File: src/rtl/fetch_pcreg.sv
// Fetch PC register: issues one instruction-bus request at a time and hands the word to decode.
// Optional FETCH_ALIGN_CHECK_EN: a misaligned PC skips the bus and delivers a zero word with out_adel set.
module fetch_pcreg #(
  parameter logic [31:0] RESET_PC = 32'hbfc0_0000
) (
  input  logic        clk,
  input  logic        resetn,
  input  logic [31:0] pc_selected,
  input  logic        pc_redirect,
  output logic [31:0] pc,
  output logic [31:0] pc_succ,
  output logic        ireq_valid,
  output logic [31:0] ireq_addr,
  input  logic        ireq_addr_ok,
  input  logic        iresp_data_ok,
  input  logic [31:0] iresp_data,
  output logic        out_valid,
  input  logic        out_ready,
  output logic [31:0] out_pc,
  output logic [31:0] out_instr,
  output logic        out_adel
);

  localparam int unsigned XLEN = 32;

  typedef enum logic [1:0] {
    S_REQ   = 2'd0,
    S_WAIT  = 2'd1,
    S_VALID = 2'd2,
    S_DROP  = 2'd3
  } state_t;

  state_t            state_q, state_nx;
  logic [XLEN-1:0]   pc_q, pc_nx;
  logic [XLEN-1:0]   buf_q, buf_nx;
  logic              adel_q, adel_nx;
  logic              ireq_valid_q, ireq_valid_nx;
  logic              out_valid_q, out_valid_nx;
  logic              misalign;
  logic              misalign_nx;

  // Address-error detection on the current and the upcoming PC.
  always_comb begin
    misalign    = 1'b0;
    misalign_nx = 1'b0;
`ifdef FETCH_ALIGN_CHECK_EN
    misalign    = (pc_q[1:0]  != 2'b00);
    misalign_nx = (pc_nx[1:0] != 2'b00);
`endif
  end

  // Next-state, next-PC and buffer update.
  always_comb begin
    state_nx = state_q;
    pc_nx    = pc_q;
    buf_nx   = buf_q;
    adel_nx  = adel_q;

    // A redirect always loads the PC, whatever else happens this cycle.
    if (pc_redirect) begin
      pc_nx = pc_selected;
    end

    case (state_q)
      S_REQ: begin
        if (pc_redirect) begin
          // A misaligned PC never raised ireq_valid, so an addr_ok then is meaningless.
          state_nx = (ireq_addr_ok && !misalign) ? S_DROP : S_REQ;
        end else if (misalign) begin
          state_nx = S_VALID;
          buf_nx   = '0;
          adel_nx  = 1'b1;
        end else if (ireq_addr_ok) begin
          state_nx = S_WAIT;
        end
      end
      S_WAIT: begin
        if (iresp_data_ok) begin
          if (pc_redirect) begin
            state_nx = S_REQ;
          end else begin
            state_nx = S_VALID;
            buf_nx   = iresp_data;
            adel_nx  = 1'b0;
          end
        end else if (pc_redirect) begin
          state_nx = S_DROP;
        end
      end
      S_VALID: begin
        if (out_ready || pc_redirect) begin
          state_nx = S_REQ;
          pc_nx    = pc_selected;
          adel_nx  = 1'b0;
        end
      end
      S_DROP: begin
        if (iresp_data_ok) begin
          state_nx = S_REQ;
        end
      end
      default: begin
        state_nx = S_REQ;
      end
    endcase

    ireq_valid_nx = (state_nx == S_REQ) && !misalign_nx;
    out_valid_nx  = (state_nx == S_VALID);
  end

  always_ff @(posedge clk or negedge resetn) begin
    if (!resetn) begin
      state_q      <= S_REQ;
      pc_q         <= RESET_PC;
      buf_q        <= '0;
      adel_q       <= 1'b0;
`ifdef FETCH_ALIGN_CHECK_EN
      ireq_valid_q <= (RESET_PC[1:0] == 2'b00);
`else
      ireq_valid_q <= 1'b1;
`endif
      out_valid_q  <= 1'b0;
    end else begin
      state_q      <= state_nx;
      pc_q         <= pc_nx;
      buf_q        <= buf_nx;
      adel_q       <= adel_nx;
      ireq_valid_q <= ireq_valid_nx;
      out_valid_q  <= out_valid_nx;
    end
  end

  assign pc         = pc_q;
  assign pc_succ    = pc_q + 32'd4;
  assign ireq_valid = ireq_valid_q;
  assign ireq_addr  = pc_q;
  assign out_valid  = out_valid_q;
  assign out_pc     = pc_q;
  assign out_instr  = buf_q;
`ifdef FETCH_ALIGN_CHECK_EN
  assign out_adel   = adel_q;
`else
  assign out_adel   = 1'b0;
`endif

endmodule

File: config.mk
export PLATFORM = sky130hd
export DESIGN_NAME = fetch_pcreg
export DESIGN_NICKNAME = d
export VERILOG_FILES = /design/src/rtl/fetch_pcreg.sv
export SDC_FILE = /design/constraint.sdc
export NUM_CORES = 1
export LEC_CHECK = 0
export ABC_AREA = 1
export CAP_MARGIN = 20
export CORE_AREA = 2 2 105 107
export DETAILED_ROUTE_END_ITERATION = 16
export DIE_AREA = 0 0 107 109
export PLACE_DENSITY = 0.81
export SLEW_MARGIN = 20
export SYNTH_ARGS = -nofsm -noshare
export SYNTH_HDL_FRONTEND = slang
export SYNTH_SLANG_ARGS = --single-unit
export TNS_END_PERCENT = 20
File: constraint.sdc
create_clock -name clk -period 1.7 [get_ports clk]
set_input_delay 0.34 -clock clk [delete_from_list [all_inputs] [get_ports clk]]
set_output_delay 0.34 -clock clk [all_outputs]
set_load 0.1 [all_outputs]
* After elaboration in Yosys (flattened, before gate mapping)
Cells that the tools add are included.
** Word-level totals
- Input port bits :: 70
- Register bits after elaboration :: 68
- Logic and storage cells :: 27
** Operators by class
- Multiplexer cells :: 12
- Equal/unequal tests :: 4
- Bitwise logic cells :: 1
- $add $sub $neg :: 1
- Reductions and logical operators :: 4
** Operators by type and width (count)
- 32-bit 2-to-1 mux :: 3
- 32-bit by 3-bit adder with 32-bit output (second input constant) :: 1
- 2-bit 2-to-1 mux :: 8
- 2-bit one-hot mux with 4 select lines :: 1
- 2-bit == test (second input constant) :: 3
- 2-bit zero test :: 2
- 3-bit AND reduction :: 1
- 2-bit by 1-bit == test with 1-bit output (second input constant) :: 1
- 1-bit logical OR :: 1
- 1-bit inverter :: 1

* Logic depth before layout (Yosys ltp)
Gate-level depths: netlist of run 1.
- Depth after elaboration :: 4
- Depth in mapped cells :: 8
- Mapped depth without buffers :: 8

* Worst setup path before layout of run 1
OpenSTA, ideal clock, no wires.
- Path type :: register to output
- From :: register pc_q[2] (netlist: ireq_addr[2])
- To :: output pc_succ[7]
- Stages on the path, launching flop included :: 5
- Path slack :: -2.360 ns
- Required time :: 1.360 ns
- Arrival time :: 3.720 ns
- Cell sequence :: dfrtp_1 > inv_1 > nor2_4 > nand2_2 > xnor2_1
** On the way
- Word-level cells in the longest chain between the ends :: 1
** Ends and longest elaborated chain
- start: declaration :: RTL line 34 : logic [XLEN-1:0] pc_q, pc_nx;
- start signal: assignment :: RTL line 125 : pc_q <= pc_nx;
- 32-bit by 3-bit adder with 32-bit output :: RTL line 134 : assign pc_succ = pc_q + 32'd4;
- end: declaration :: RTL line 11 : output logic [31:0] pc_succ,
No other way between the ends.

* Worst setup path in the final report of run 1
- From :: register pc_q[17] (netlist: ireq_addr[17])
- To :: output pc_succ[21]
The elaborated chain is that of the path after synthesis.

==> impl_results.md, run 1 <==
* Depth of the most critical reg-to-reg path at 4
* H-tree levels at 3
* Synth cell count leaders: nand2_1 (173), buf_4 (68), dfrtp_1 (58)
* Netlist cell types at 26
* Critical Path Sink Type: primary output
* Synth Instances at 536
* GR Overflow Total at 0
* Max Slew Vio Count at 0
* Placement Setup Slack at -339.3 ps
* Worst-path fanout max at 3
* M2 GR Usage at 0.5773
* Yosys top cell by area: dfrtp_1
* Die Wd at 107 um
* Reg2reg end: ireq_addr[14]$_DFF_PN0_
* Port bufs at 231
* Top cells by area, synth: dfrtp_1 (36%), nand2_1 (16%), buf_4 (13%)
* Clock Skew at 17.06 ps
* Critical Path AT at approximately 2100 ps
* Synth Register Bits at 68
* CTS tree: built
* CP max stage cell: dfrtp_2
* CTS root buffer: clkbuf_8
* Site Rows at 38
* Commonest register cell after synthesis: dfrtp_1
* Share of the synthesized area in the top cell type at 0.3581
* R2R Path Start: state_q[1]$_DFF_PN0_
* Largest net degree at the start of global routing at 38
* Most Frequent Cell on Critical Path: nand2_1
* Antenna-violating nets left at 0
* HP Class: in -> async
* Drt drc at 0
* Avg WL per Cell at between 20 and 25 um
* Inserted Clock Buffers at 9
* Max-Cap Viols at 0
* Setup Crit Path Kind: reg -> out
* Setup TNS at -15310 ps
* Final worst slack at -731.7 ps
* First-pass GRT wire length at 28.30 mm
* Met3 Use GR at 0.1154
* Synth-to-Final Area Change at 121.7%
* HPWL Detailed at 13.57 mm
* Static Leak at 4.154 nW
* Total Nets Final at 834
* Vias in the first global route at 5145
* Syn_area_per_cell at 7.561 sq um
* Crit path max-delay family: simple AND/OR/NAND/NOR gates
* Failing checks: negative setup slack
* 1st-iter DRT viols at 367
* Final Cell Area at 8985 sq um
* Hold Fails Final Rpt at 0
* Worst-skew pair later-pin latency at 340 ps
* Unrepaired setup endpoints after global routing: yes
* Seq/Total Area, Yosys at 0.4230
* Crit path buf inv count at 2
* Period utilization at 1.430
* Vias per cell at around 5.3
* Layout cell share with drive strength beyond 1 at 0.4740
* Fin util at 0.8474
* Peak Freq at 411.2 MHz
* Asr flop ratio synth at 1.000
* CTS sink count at 68
* Initial antenna violation count at 0
* Power per cell area at between 2000 and 2500 nW/um^2
* GRT Util Overall at 0.3218
* Post-Route WL at 19.93 mm
* Worst vdd ir at 1729 uV
* Final Wtd Congestion at approximately 0.95
* Synthesized Nets at 607
* GRT met1 Usage at 0.3193
* Via count at 4798
* Crit path launch type: register
* Tmin final at 2432 ps
* 1st-pass router iterations at 5
* Reg-to-reg setup timing slack at 280 ps
* Die area at 11660 sq um
* Worst EP required at 1360 ps
* Status: complete, but fails checks
* Clk pin slew, worst setup/hold paths at around 90 ps
* Die H at 109 um
* Final setup vio count at 32
* Crit-path max cell delay at approximately 400 ps
* Most common cell in the synthesized netlist: nand2_1
* Starting density of the core at 0.3822
* IO Count at between 200 and 250
* Antenna Cells at 0
* Most used routing layer: met2
* Syn Std Cell Area at 4053 sq um
* Number of synthesized flops with an enable pin at 0
* Synthesis Warnings at 0
* Core region area at 10600 sq um
* Worst-path cell chain: nand2_1, nor2_1, nand2_1, inv_1, nand3b_1, nand2_2, buf_12
* Post-DP Area at 8373 sq um
* Max Root-Sink Buffers at 2
[layout by cell type (no fill, tap or decap), types with 16 or more instances in the layout]
cell	count
nand3_1	40
nand2_1	142
nor2_4	16
clkdlybuf4s50_1	68
buf_12	169
nand2_2	27
o21ai_0	22
inv_1	39
nor2_1	30
dfrtp_1	42
buf_4	49
[worst register-to-register path: stages (launching register included)]
cell and delay (ps):
dfrtp_1 450, a31oi_4 260, buf_12 220, nand2_1 130, o21ai_0 210
[area by class of cell]
cell class                      instances  area [sq um]
Sequential cell                        68          1742
Clock inverter                          4         50.05
Clock buffer                           12         145.1
Timing Repair Buffer                  298          4573
Multi-Input combinational cell        343          2132
Tap cell                              140         175.2
Inverter                               43         167.7
Fill cell                             445          1618
[stage by stage]
stage	cells	power, mW	hold slack [ps]
final	908	18.87	505.6
after global placement	877	16.82	306.4
after CTS	901	18.62	503.8
after global routing	908	19.34	517.2
after detailed placement	877	17.14	320.4
after floorplan	536	11.70	44.41
[per-layer routing]
metal  part of all wire  wire length, um  vias up
met1               0.31             6240     2261
met3               0.12             2295      118
met4              0.063             1261        0
met2               0.51            10140      388
li1                   -                -     2031
met5                  0                0        -
[worst max-delay path by stage]
stage / startpoint / to / slack [ps] / depth (start not counted)
2_1_floorplan: ireq_addr[2]$_DFF_PN0_ / pc_succ[15] / -1030 / 5
3_3_place_gp: ireq_addr[2]$_DFF_PN0_ / pc_succ[22] / -270 / 8
3_5_place_dp: ireq_addr[2]$_DFF_PN0_ / pc_succ[22] / -340 / 9
4_1_cts: ireq_addr[2]$_DFF_PN0_ / pc_succ[19] / -600 / 9
5_1_grt: ireq_addr[2]$_DFF_PN0_ / pc_succ[17] / -720 / 8
6_report: ireq_addr[17]$_DFF_PN0_ / pc_succ[21] / -730 / 7
[sequential cells by signal, indices dropped and copies added, names as in the netlist]
register,cells
ireq_addr,32
ireq_valid,1
out_instr,32
out_valid,1
state_q,2
[cells by family after synthesis]
| family | synth area share |
|---|---|
| simple gates | 0.3100 |
| flops | 0.4230 |
| fa+ha+maj | 0.003087 |
| xor+xnor | 0.03427 |
| other cells | 0.0009253 |
| compound gates | 0.04600 |
| buf+inv | 0.1828 |
[what timing repair did]
item | 4_1_cts | 5_1_grt
buffers inserted | 7 | 7
resized for setup | 45 | 38
setup endpoints to repair | 30 | 32
pin swaps | 21 | 23
hold endpoints to repair | 21 | 0
hold buffers | 1 | 0
[where the power goes]
part | switching (mW) | total, mW | internal [mW]
clock network | 0.661 | 1.38 | 0.718
registers | 0.726 | 2.95 | 2.23
logic | 9.72 | 14.5 | 4.82
total | 11.1 | 18.9 | 7.76
Note: power is estimated with default switching activity, not from simulation.
==> run 2, diff against run 1 <==
- CORE_AREA: 2 2 105 107 -> 2 2 113 115
- DIE_AREA: 0 0 107 109 -> 0 0 115 117
- PLACE_DENSITY: 0.81 -> 0.74
- clock period: 1.7 -> 2 ns (I/O delays scaled with it)
==> run 2 against run 1 <==
  * Utilization fell by 18 points
  * Sequential cell count stayed put
  * Clock skew fell by 13 ps
  * Via count shrank 12%
  * The flow still finishes with violations (negative setup slack)
  * First-iteration DRC count fell by 56%
  * Register-to-register slack gained 140 ps
  * Non-clock buffer count is 13 lower
  * Critical endpoint is now pc_succ[17]
==> impl_results.md, run 2 (same netlist as run 1, synthesis figures left out) <==
* Status: complete, but fails checks
* Failing checks: negative setup slack
* Drt drc at 0 (unchanged)
* Max Slew Vio Count at 0 (unchanged)
* CTS root buffer: clkbuf_16
* Worst-path fanout max at 5 (+2)
* Crit path launch type: register
* Post-DP Area at 7687 sq um (-8.2%)
* Clock Skew at 4.405 ps (-12.65 ps)
* Die H at 117 um (+7.3%)
* FF/Latch Area at 1738 sq um (-0.22%)
* Largest net degree at the start of global routing at 65 (+71%)
* Via count at 4241 (-12%)
* Setup TNS at -4834 ps (+10470 ps)
* Critical Path AT at 1870 ps (-220 ps)
* CTS sink count at 68 (unchanged)
* HPWL Detailed at 10.90 mm (-20%)
* Area of the multi-input gates at 2012 sq um (-5.6%)
* Final Wtd Congestion at 0.8810 (-6.8%)
* Fin Hold WS at 16.19 ps (-489.4 ps)
* Most frequent cells in the layout: nand2_1 (155), buf_12 (120), buf_4 (90)
* CTS Hold Bufs at 0 (-1)
* Most common cell after layout, fill and taps aside: nand2_1
* Max-Cap Viols at 0 (unchanged)
* Core region area at 12310 sq um (+16%)
* CP max stage cell: dfrtp_4
* Fillers at 904 (+100%)
* Unrepaired setup endpoints after global routing: yes
* Die Wd at 115 um (+7.5%)
* Finished Layout Cells at 905 (-0.33%)
* HP Class: in -> async
* Depth of the most critical reg-to-reg path at 5 (+1)
* Worst EP required at 1600 ps (+240 ps)
* Final worst slack at -266.2 ps (+465.6 ps)
* Avg WL per Cell at 15.46 um (-30%)
* Initial antenna violation count at 0 (unchanged)
* Period utilization at 1.133
* Antenna Cells at 0 (unchanged)
* Post-Route WL at 13.99 mm (-30%)
* Crit path max-delay family: buffers and inverters
* Total Nets Final at 821 (-1.6%)
* Worst-path cell chain: buf_8, clkinvlp_4, nor2_4, nand2_4, buf_4, nor2_4, xor2_4, buf_12
* Peak Freq at between 400 and 500 MHz
* Crit-path max cell delay at 440 ps (+40 ps)
* Antenna-violating nets left at 0 (unchanged)
* Inserted Clock Buffers at 9 (unchanged)
* Max Root-Sink Buffers at 2 (unchanged)
* Final Cell Area at 8238 sq um (-8.3%)
* Starting density of the core at 0.3292 (-0.05306)
* 1st-pass router iterations at 4 (-1)
* Layout cell share with drive strength beyond 1 at 0.4411 (-0.03290)
* Dpl cells at 880 (+0.34%)
* GR Overflow Total at 0 (unchanged)
* IO Count at 233 (unchanged)
* Tmin final at 2266 ps
* H-tree levels at 3 (unchanged)
* Stages on the worst setup path at 8 (+1)
* Critical Path Sink Type: primary output
* Vias per cell at 4.686 (-11%)
* CTS tree: built
* Synth-to-Final Area Change at 103.3%
* Most Frequent Cell on Critical Path: nor2_4
* Worst-skew pair later-pin latency at 330 ps (about the same)
* Port bufs at 231 (unchanged)
* Clk pin slew, worst setup/hold paths at 60 ps (-30 ps)
* First-pass GRT wire length at 21.22 mm (-25%)
* GRT Util Overall at 0.2051 (-0.1167)
* Crit path buf inv count at 4 (+2)
* Site Rows at 41 (+7.9%)
* 1st-iter DRT viols at 162 (-56%)
* Vias in the first global route at 4278 (-17%)
* Setup Crit Path Kind: reg -> out
* Hold Fails Final Rpt at 0 (unchanged)
* Final setup vio count at 26 (-19%)
* Die area at 13460 sq um (+15%)
[run 2: cell count changes in the layout (fill, tap and decap cells not counted), moves of 8 or more]
cell	delta
nand2_4	-8
nand2_1	+13
clkbuf_8	-8
buf_12	-49
buf_4	+41
clkbuf_16	+9
[run 2: area by class of cell]
cell class | instances | share of cell area
Clock buffer | 11 | 0.03068
Multi-Input combinational cell | 343 | 0.2442
Sequential cell | 68 | 0.2110
Tap cell | 150 | 0.02278
Inverter | 43 | 0.02035
Timing Repair Buffer | 285 | 0.4667
Clock inverter | 5 | 0.004253
[run 2: routing by layer]
layer	track usage	wire length, um	vias to the layer above
li1	-	-	2014
met1	0.2204	4969	1992
met2	0.3698	7390	208
met3	0.06334	1217	27
met4	0.09558	411	0
met5	0	0	-
[run 2: what timing repair did]
item	in CTS	in global routing
pin swaps	14	14
endpoints found under the hold margin	0	0
setup buffers	5	4
setup endpoints to repair	26	27
gates resized for setup	30	23
[run 2: final timing paths]
path,from,endpoint,slack (ps)
setup / recovery,ireq_addr[2]$_DFF_PN0_,pc_succ[17],-270
hold / removal,resetn,out_instr[27]$_DFFE_PN0P_,20
setup reg to reg,state_q[1]$_DFF_PN0_,out_instr[12]$_DFFE_PN0P_,420
hold reg to reg,out_instr[16]$_DFFE_PN0P_,out_instr[16]$_DFFE_PN0P_,470
max in group asynchronous,resetn,ireq_valid$_DFF_PN1_,1360
min in group clk,out_instr[16]$_DFFE_PN0P_,out_instr[16]$_DFFE_PN0P_,470
[run 2: per-stage QoR]
stage / worst slack [ps] / utilization
after floorplan: -787.0 / -
after global placement: -3.405 / 0.6244
after detailed placement: -33.75 / 0.6244
after CTS: -287.9 / 0.6602
after global routing: -356.4 / 0.6691
final: -266.2 / 0.6691
Power of run 2 is left out: the tool's default activity adds up to more than one toggle a clock period on the data nets, which glitch-free logic cannot reach.
